<file path="config.mk">
export PLATFORM = sky130hd
export DESIGN_NAME = rs_br
export DESIGN_NICKNAME = d
export VERILOG_FILES = /design/src/rtl/rs_br.sv
export SDC_FILE = /design/constraint.sdc
export NUM_CORES = 1
export LEC_CHECK = 0
export BUFFER_PORTS_ARGS = -buffer_cell sky130_fd_sc_hd__clkbuf_2
export CORE_ASPECT_RATIO = 2
export CORE_MARGIN = 1.5
export CORE_UTILIZATION = 59
export CTS_CLUSTER_SIZE = 12
export DETAILED_ROUTE_END_ITERATION = 8
export PLACE_DENSITY = 0.84
export REMOVE_ABC_BUFFERS = 1
export SYNTH_ARGS = -nofsm -noshare
export SYNTH_HDL_FRONTEND = slang
export SYNTH_SLANG_ARGS = --single-unit
</file>
<file path="constraint.sdc">
create_clock -name clk -period 10.78 [get_ports clk]
set_input_delay 1.078 -clock clk [delete_from_list [all_inputs] [get_ports clk]]
set_output_delay 1.078 -clock clk [all_outputs]
set_load 0.03 [all_outputs]
</file>
<file path="src/rtl/rs_br.sv">
// Branch reservation station: holds branch/jump ops until both operands are ready,
// then issues the lowest-index ready entry as a registered packet to fu_br.
`ifndef PRF_IDX_W
`define PRF_IDX_W 6
`endif
`ifndef ROB_IDX_W
`define ROB_IDX_W 5
`endif
`ifndef BR_MASK_W
`define BR_MASK_W 4
`endif
`ifndef ZERO_REG
`define ZERO_REG '0
`endif

module rs_br #(
  parameter int RS_NUM   = 4,
  parameter int RS_IDX_W = 2
) (
  input  logic                  clk,
  input  logic                  rst,
  input  logic                  disp_en_i,
  input  logic [63:0]           disp_npc_i,
  input  logic [31:0]           disp_inst_i,
  input  logic [`PRF_IDX_W-1:0] disp_opa_tag_i,
  input  logic                  disp_opa_rdy_i,
  input  logic [`PRF_IDX_W-1:0] disp_opb_tag_i,
  input  logic                  disp_opb_rdy_i,
  input  logic [`PRF_IDX_W-1:0] disp_dest_tag_i,
  input  logic [`ROB_IDX_W:0]   disp_rob_idx_i,
  input  logic [`BR_MASK_W-1:0] disp_br_mask_i,
  input  logic                  cdb_valid_i,
  input  logic [`PRF_IDX_W-1:0] cdb_tag_i,
  input  logic                  rob_br_recovery_i,
  input  logic [`BR_MASK_W-1:0] rob_br_tag_fix_i,
  input  logic                  br_clear_en_i,
  input  logic [`BR_MASK_W-1:0] br_clear_mask_i,
  output logic [`PRF_IDX_W-1:0] prf_opa_tag_o,
  output logic [`PRF_IDX_W-1:0] prf_opb_tag_o,
  input  logic [63:0]           prf_opa_val_i,
  input  logic [63:0]           prf_opb_val_i,
  output logic                  rs_full_o,
  output logic                  start_o,
  output logic [63:0]           npc_o,
  output logic [31:0]           inst_o,
  output logic [63:0]           opa_o,
  output logic [63:0]           opb_o,
  output logic [`PRF_IDX_W-1:0] dest_tag_o,
  output logic [`ROB_IDX_W:0]   rob_idx_o,
  output logic [`BR_MASK_W-1:0] br_mask_o
);

  // Stage p0: entry storage
  logic [RS_NUM-1:0]     vld_p0, opa_rdy_p0, opb_rdy_p0;
  logic [63:0]           npc_p0  [RS_NUM];
  logic [31:0]           inst_p0 [RS_NUM];
  logic [`PRF_IDX_W-1:0] opa_tag_p0 [RS_NUM];
  logic [`PRF_IDX_W-1:0] opb_tag_p0 [RS_NUM];
  logic [`PRF_IDX_W-1:0] dest_p0 [RS_NUM];
  logic [`ROB_IDX_W:0]   rob_p0  [RS_NUM];
  logic [`BR_MASK_W-1:0] mask_p0 [RS_NUM];

  // Stage p1: registered issue packet
  logic                  vld_p1;
  logic [63:0]           npc_p1, opa_p1, opb_p1;
  logic [31:0]           inst_p1;
  logic [`PRF_IDX_W-1:0] dest_p1;
  logic [`ROB_IDX_W:0]   rob_p1;
  logic [`BR_MASK_W-1:0] mask_p1;

  logic [RS_NUM-1:0]     rdy_vec;
  logic [RS_IDX_W-1:0]   free_idx, iss_idx;
  logic                  disp_go, iss_go, disp_opa_rdy, disp_opb_rdy;
  logic [`BR_MASK_W-1:0] keep_mask;

  assign rs_full_o = &vld_p0;
  assign rdy_vec   = vld_p0 & opa_rdy_p0 & opb_rdy_p0;
  assign disp_go   = disp_en_i & ~rs_full_o & ~rob_br_recovery_i;
  assign iss_go    = (|rdy_vec) & ~rob_br_recovery_i;
  assign keep_mask = (br_clear_en_i && !rob_br_recovery_i) ? ~br_clear_mask_i : '1;

  // A CDB broadcast in the dispatch cycle would otherwise be missed by the new entry.
  assign disp_opa_rdy = disp_opa_rdy_i || (disp_opa_tag_i == `ZERO_REG) ||
                        (cdb_valid_i && cdb_tag_i == disp_opa_tag_i);
  assign disp_opb_rdy = disp_opb_rdy_i || (disp_opb_tag_i == `ZERO_REG) ||
                        (cdb_valid_i && cdb_tag_i == disp_opb_tag_i);

  always_comb begin
    free_idx = '0;
    iss_idx  = '0;
    for (int i = RS_NUM - 1; i >= 0; i--) begin
      if (!vld_p0[i])  free_idx = RS_IDX_W'(i);
      if (rdy_vec[i])  iss_idx  = RS_IDX_W'(i);
    end
  end

  assign prf_opa_tag_o = opa_tag_p0[iss_idx];
  assign prf_opb_tag_o = opb_tag_p0[iss_idx];

  always_ff @(posedge clk) begin
    if (rst) begin
      vld_p0 <= '0;
    end else begin
      for (int i = 0; i < RS_NUM; i++) begin
        if (rob_br_recovery_i && (mask_p0[i] & rob_br_tag_fix_i) != '0)
          vld_p0[i] <= 1'b0;
        else if (iss_go && iss_idx == RS_IDX_W'(i))
          vld_p0[i] <= 1'b0;
        if (cdb_valid_i && cdb_tag_i == opa_tag_p0[i]) opa_rdy_p0[i] <= 1'b1;
        if (cdb_valid_i && cdb_tag_i == opb_tag_p0[i]) opb_rdy_p0[i] <= 1'b1;
        mask_p0[i] <= mask_p0[i] & keep_mask;
      end
      if (disp_go) begin
        vld_p0[free_idx]     <= 1'b1;
        npc_p0[free_idx]     <= disp_npc_i;
        inst_p0[free_idx]    <= disp_inst_i;
        opa_tag_p0[free_idx] <= disp_opa_tag_i;
        opb_tag_p0[free_idx] <= disp_opb_tag_i;
        opa_rdy_p0[free_idx] <= disp_opa_rdy;
        opb_rdy_p0[free_idx] <= disp_opb_rdy;
        dest_p0[free_idx]    <= disp_dest_tag_i;
        rob_p0[free_idx]     <= disp_rob_idx_i;
        mask_p0[free_idx]    <= disp_br_mask_i & keep_mask;
      end
    end
  end

  always_ff @(posedge clk) begin
    if (rst) begin
      vld_p1  <= 1'b0;
      npc_p1  <= '0;
      inst_p1 <= '0;
      opa_p1  <= '0;
      opb_p1  <= '0;
      dest_p1 <= '0;
      rob_p1  <= '0;
      mask_p1 <= '0;
    end else begin
      vld_p1 <= iss_go;
      if (iss_go) begin
        npc_p1  <= npc_p0[iss_idx];
        inst_p1 <= inst_p0[iss_idx];
        opa_p1  <= prf_opa_val_i;
        opb_p1  <= prf_opb_val_i;
        dest_p1 <= dest_p0[iss_idx];
        rob_p1  <= rob_p0[iss_idx];
        mask_p1 <= mask_p0[iss_idx] & keep_mask;
      end else begin
        mask_p1 <= mask_p1 & keep_mask;
      end
    end
  end

  assign start_o    = vld_p1;
  assign npc_o      = npc_p1;
  assign inst_o     = inst_p1;
  assign opa_o      = opa_p1;
  assign opb_o      = opb_p1;
  assign dest_tag_o = dest_p1;
  assign rob_idx_o  = rob_p1;
  assign br_mask_o  = mask_p1;

endmodule
</file>
# After elaboration in Yosys (flattened, before gate mapping)
# Memory sizes are Yosys's and may differ from the RTL's. A register that Yosys moved wholly into a read port is not among the register bits.
# Cells that the tools add are included.
# totals
regBits	145
n_memories	7
inputBits	274
ramBits	496
out_inout_bits	254
# op_classes
bitwise_logic	20
n_lt_le_gt_ge	2
n_reduce_logical	34
n_eq_ne	13
mux	49
# memory_table
name	depth	width	rd	rd_ports_with_merged_regs	wr	line_no	rtl
npc_p0	4	64	1	1	1	55	logic [63:0] npc_p0 [RS_NUM];
inst_p0	4	32	1	1	1	56	logic [31:0] inst_p0 [RS_NUM];
dest_p0	4	6	1	1	1	59	logic [`PRF_IDX_W-1:0] dest_p0 [RS_NUM];
opa_tag_p0	4	6	5	0	1	57	logic [`PRF_IDX_W-1:0] opa_tag_p0 [RS_NUM];
opb_tag_p0	4	6	5	0	1	58	logic [`PRF_IDX_W-1:0] opb_tag_p0 [RS_NUM];
rob_p0	4	6	1	1	1	60	logic [`ROB_IDX_W:0] rob_p0 [RS_NUM];
+1 memories	n/a	n/a	n/a	n/a	n/a	n/a	
# ops
op	count
6-bit equality test	10
4-bit AND	13
1-bit 2-to-1 mux	33
1-bit logical AND	20
4-bit 2-to-1 mux	5
2-bit 2-to-1 mux	8
4-bit nonzero test	4
6-bit zero test	2
4-bit bitwise mux	2
2-bit equality test, second input constant	2
1-bit logical OR	4
4-bit NOT	1
4-bit OR	1
4-bit AND reduction	1
4-bit OR reduction	1
1-bit AND	3
2-bit by 3-bit < comparator with 1-bit output, second input constant	1
1-bit demux with 2-bit select	1
2-bit by 1-bit equality test with 1-bit output, second input constant	1
2-bit by 1-bit greater-or-equal comparator with 1-bit output, second input constant	1
2-bit zero test	1
1-bit NOT	2
1-bit zero test	1

# Depth between registers and ports, before layout
# depth
depth_word	13
ltp_mapped	8
depth_no_buf	4

# Worst setup path after synthesis
# OpenSTA, ideal clock, no wires.
# synth_timing
kind	register to register
start	register vld_p0[0]
end	memory mask_p0[2][0] (netlist name) (data pin)
path_stages_with_launch	6
arrival_time_ns	6.044
required_ns	10.521
slack_ns	4.478
period_less_slack_ns	6.302
cell_sequence	dfxtp_1 > buf_2 > nand4b_1 > nor3_2 > mux2i_1 > nor2_1
# synth_rtl
element	line_no	rtl
start: declaration	54	logic [RS_NUM-1:0] vld_p0, opa_rdy_p0, opb_rdy_p0;
start signal: assignment	102	vld_p0 <= '0;
start signal: indexed assignment	106	vld_p0[i] <= 1'b0;
start signal: indexed assignment	108	vld_p0[i] <= 1'b0;
end: declaration	61	logic [`BR_MASK_W-1:0] mask_p0 [RS_NUM];

# Worst setup path after layout
# layout_timing
start	register opb_rdy_p0[2]
end	output port prf_opb_tag_o[5]
# layout_between
elab_chain_cells	5
# layout_lines
element	line_no	rtl
start: declaration	54	
start signal: indexed assignment	120	opb_rdy_p0[free_idx] <= disp_opb_rdy;
4-bit AND	77	assign rdy_vec = vld_p0 & opa_rdy_p0 & opb_rdy_p0;
2-bit 2-to-1 mux (3 in series)	93	if (rdy_vec[i]) iss_idx = RS_IDX_W'(i);
memory 4 x 6 bit	n/a	
end: declaration	39	output logic [`PRF_IDX_W-1:0] prf_opb_tag_o,
# Every way passes these cells.

==> run summary <==
Resize count post-CTS = 0
Yosys top cell area share = 0.548
syn avg cell area = 13.1 um^2
Die Wd = 156 um
Setup CP Type = register to primary output
Worst Path Max Fanout = 36
Final Net Count = 2,845
H-tree lvl count = 3
fin crit period = 4.61 ns
post-DP HPWL = 43,500 um
Max transition margin = 0.277
total power = 5.76 mW
die height = 309 um
Critical Path RT = 9.70 ns
Routed WL = 72,900 um
crit-path max cell delay = 0.76 ns
Detailed Route Iter0 Violations = 1,877
number of global-route vias before repair = 19,100
Max rail drop VDD = 0.191 mV
gp weighted congestion = 0.832
status = finished, final reports clean
residual DRC count = 0
CTS sink cnt = 749
clock root buffer = clkbuf_16
hold slack = 0.451 ns
pwr/cell area = 176 nW/um^2
wire length of the first global-routing pass = 107,000 um
# IOs = 528
FMAX = 217 MHz
crit start category = register
Synth Instances = 2,102
RSZ-0062 raised after global routing = no
layout overhead on the synthesized area = 18.7%
final instance area = 32,800 um^2
CTS Buffer Depth = 3
post-synthesis cell area = 27,600 um^2
clock-pin slew of the registers on the worst-case setup and hold paths = 0.06 ns
crit path cell chain = and3_1, o31ai_4, buf_4, a221o_1, clkbuf_2
synthesized flop and latch total = 749
TritonCTS clock tree = done
Syn. warnings = 0
count of final max-slew check failures = 0
Site Rows = 112
most frequent cell after synthesis = edfxtp_1
Hold Vio Cnt, Final = 0
worst slew pin tran = 1.08 ns
Initial Util = 0.595
Clock Latency Late Sink = 0.61 ns
fin cells = 3,256
P_leak = 12.1 nW
Synth top cells by count = edfxtp_1 (504), nand2_1 (373), dfxtp_1 (245), a21oi_1 (228), nor2_1 (142)
Min-Delay Path Class = register to register
Final Setup Violations = 0
DRT Pass-1 Iters = 5
post-synthesis sequential area ratio = 0.726
via-per-instance ratio = 6.05
routed len/inst = 22.4 um
CP max-delay cell = o31ai_4
worst path arrival time = 3.53 ns
final critical-path share of the clock period = 0.427
Critical Path Sink Type = primary output
Post-synth EDFFs = 504
number of I/O port buffers = 527
area post-placement = 30,600 um^2
ys flop type = edfxtp_1
Distinct cells, synth = 51
largest area contributor in the netlist = edfxtp_1
layout cells sized above 1 = 0.251
CTS Buf Count = 72
Final ANT Viol Nets = 0
Synth area leaders = edfxtp_1 (55%), dfxtp_1 (18%), nand2_1 (5.1%)
post-synthesis async set-or-reset flop share = 0
die footprint = 48,200 um^2
Overall Global Routing Usage = 0.292
Core Region = 46,400 um^2
number of setup buffers added after CTS = 0
vias post-DR = 19,700
Setup TNS Final = 0 ns
largest net degree at the start of global routing = 184
CTS Hold Bufs = 0
Max-cap violations = 0
total grt overflow = 0
initial antenna violation count = 12
Post-Place Cells = 3,124
clock skew = 0.0249 ns
[worst max-delay path, delay by kind of cell (launching register included)]
kind            cells  cell delay [ns]
flops               1             0.45
compound gates      2             1.09
simple gates        1             0.57
buf+inv             2             0.80
[path summary, 6_finish.rpt]
kind	endpoint	cells after the start	from	slack, ns
max	prf_opb_tag_o[5]	5	opb_rdy_p0[2]$_DFFE_PN_	6.17
min	opa_o[34]$_SDFFE_PP0P_	2	opa_o[34]$_SDFFE_PP0P_	0.45
max reg2reg	npc_o[49]$_SDFFE_PP0P_	6	opb_rdy_p0[2]$_DFFE_PN_	6.98
min reg2reg	opa_o[34]$_SDFFE_PP0P_	2	opa_o[34]$_SDFFE_PP0P_	0.45
[routing by layer]
metal / vias to the layer above / GRT usage / share of wire
li1: 8838 / - / -
met1: 9542 / 0.376 / 0.37
met2: 1141 / 0.476 / 0.49
met3: 163 / 0.0836 / 0.11
met4: 22 / 0.0981 / 0.025
met5: - / 0 / 0.0022
[where the power goes]
part	switching, mW	internal, mW
Clock	1.03	1.29
Sequential	0.0236	3.11
Combinational	0.204	0.102
Total	1.26	4.50
[cell families after synthesis]
group / share of synthesized area
DFF: 0.726
and+or+nand+nor: 0.0835
AOI/OAI and AO/OA: 0.137
buffers and inverters: 0.0263
xor gates and xnor gates: 0.0190
muxes: 0.00906
[sequential cells by signal (all words and copies together), names as in the netlist, 32 cells and up]
signal	cells
npc_p0	256
inst_p0	128
opb_o	64
npc_o	64
inst_o	32
opa_o	64
[per-stage QoR]
| step | setup slack (ns) | utilization |
|---|---|---|
| after floorplan | 2.20 | - |
| after global placement | 6.38 | 0.661 |
| after detailed placement | 6.32 | 0.661 |
| after CTS | 6.22 | 0.706 |
| after global routing | 6.07 | 0.706 |
| final | 6.17 | 0.707 |
[cell type report]
class / instances / area [um^2]
repair buffers: 556 / 2890
multi-input cells: 1187 / 6910
fillers: 3111 / 13600
clock inverters: 6 / 82.6
well taps: 627 / 785
diodes: 2 / 5.00
inverters: 5 / 18.8
flip-flops and latches: 749 / 20000
clock buffers: 124 / 2040
[cells in the final DEF, fill, tap and decap left out, types with 9 or more instances in the layout]
cell type	instances
nand3_1	13
nor2_1	142
clkbuf_16	74
xnor2_1	14
o221ai_1	96
a22o_1	14
clkbuf_1	50
nand2_1	372
o22ai_1	12
a31oi_1	15
xor2_1	46
buf_4	28
a21oi_1	228
a41o_1	9
a21o_1	16
mux2i_1	16
edfxtp_1	504
nor3_1	11
clkbuf_2	525
a221o_1	12
dfxtp_1	245
a311oi_1	109
(Power assumes the default switching activity.)
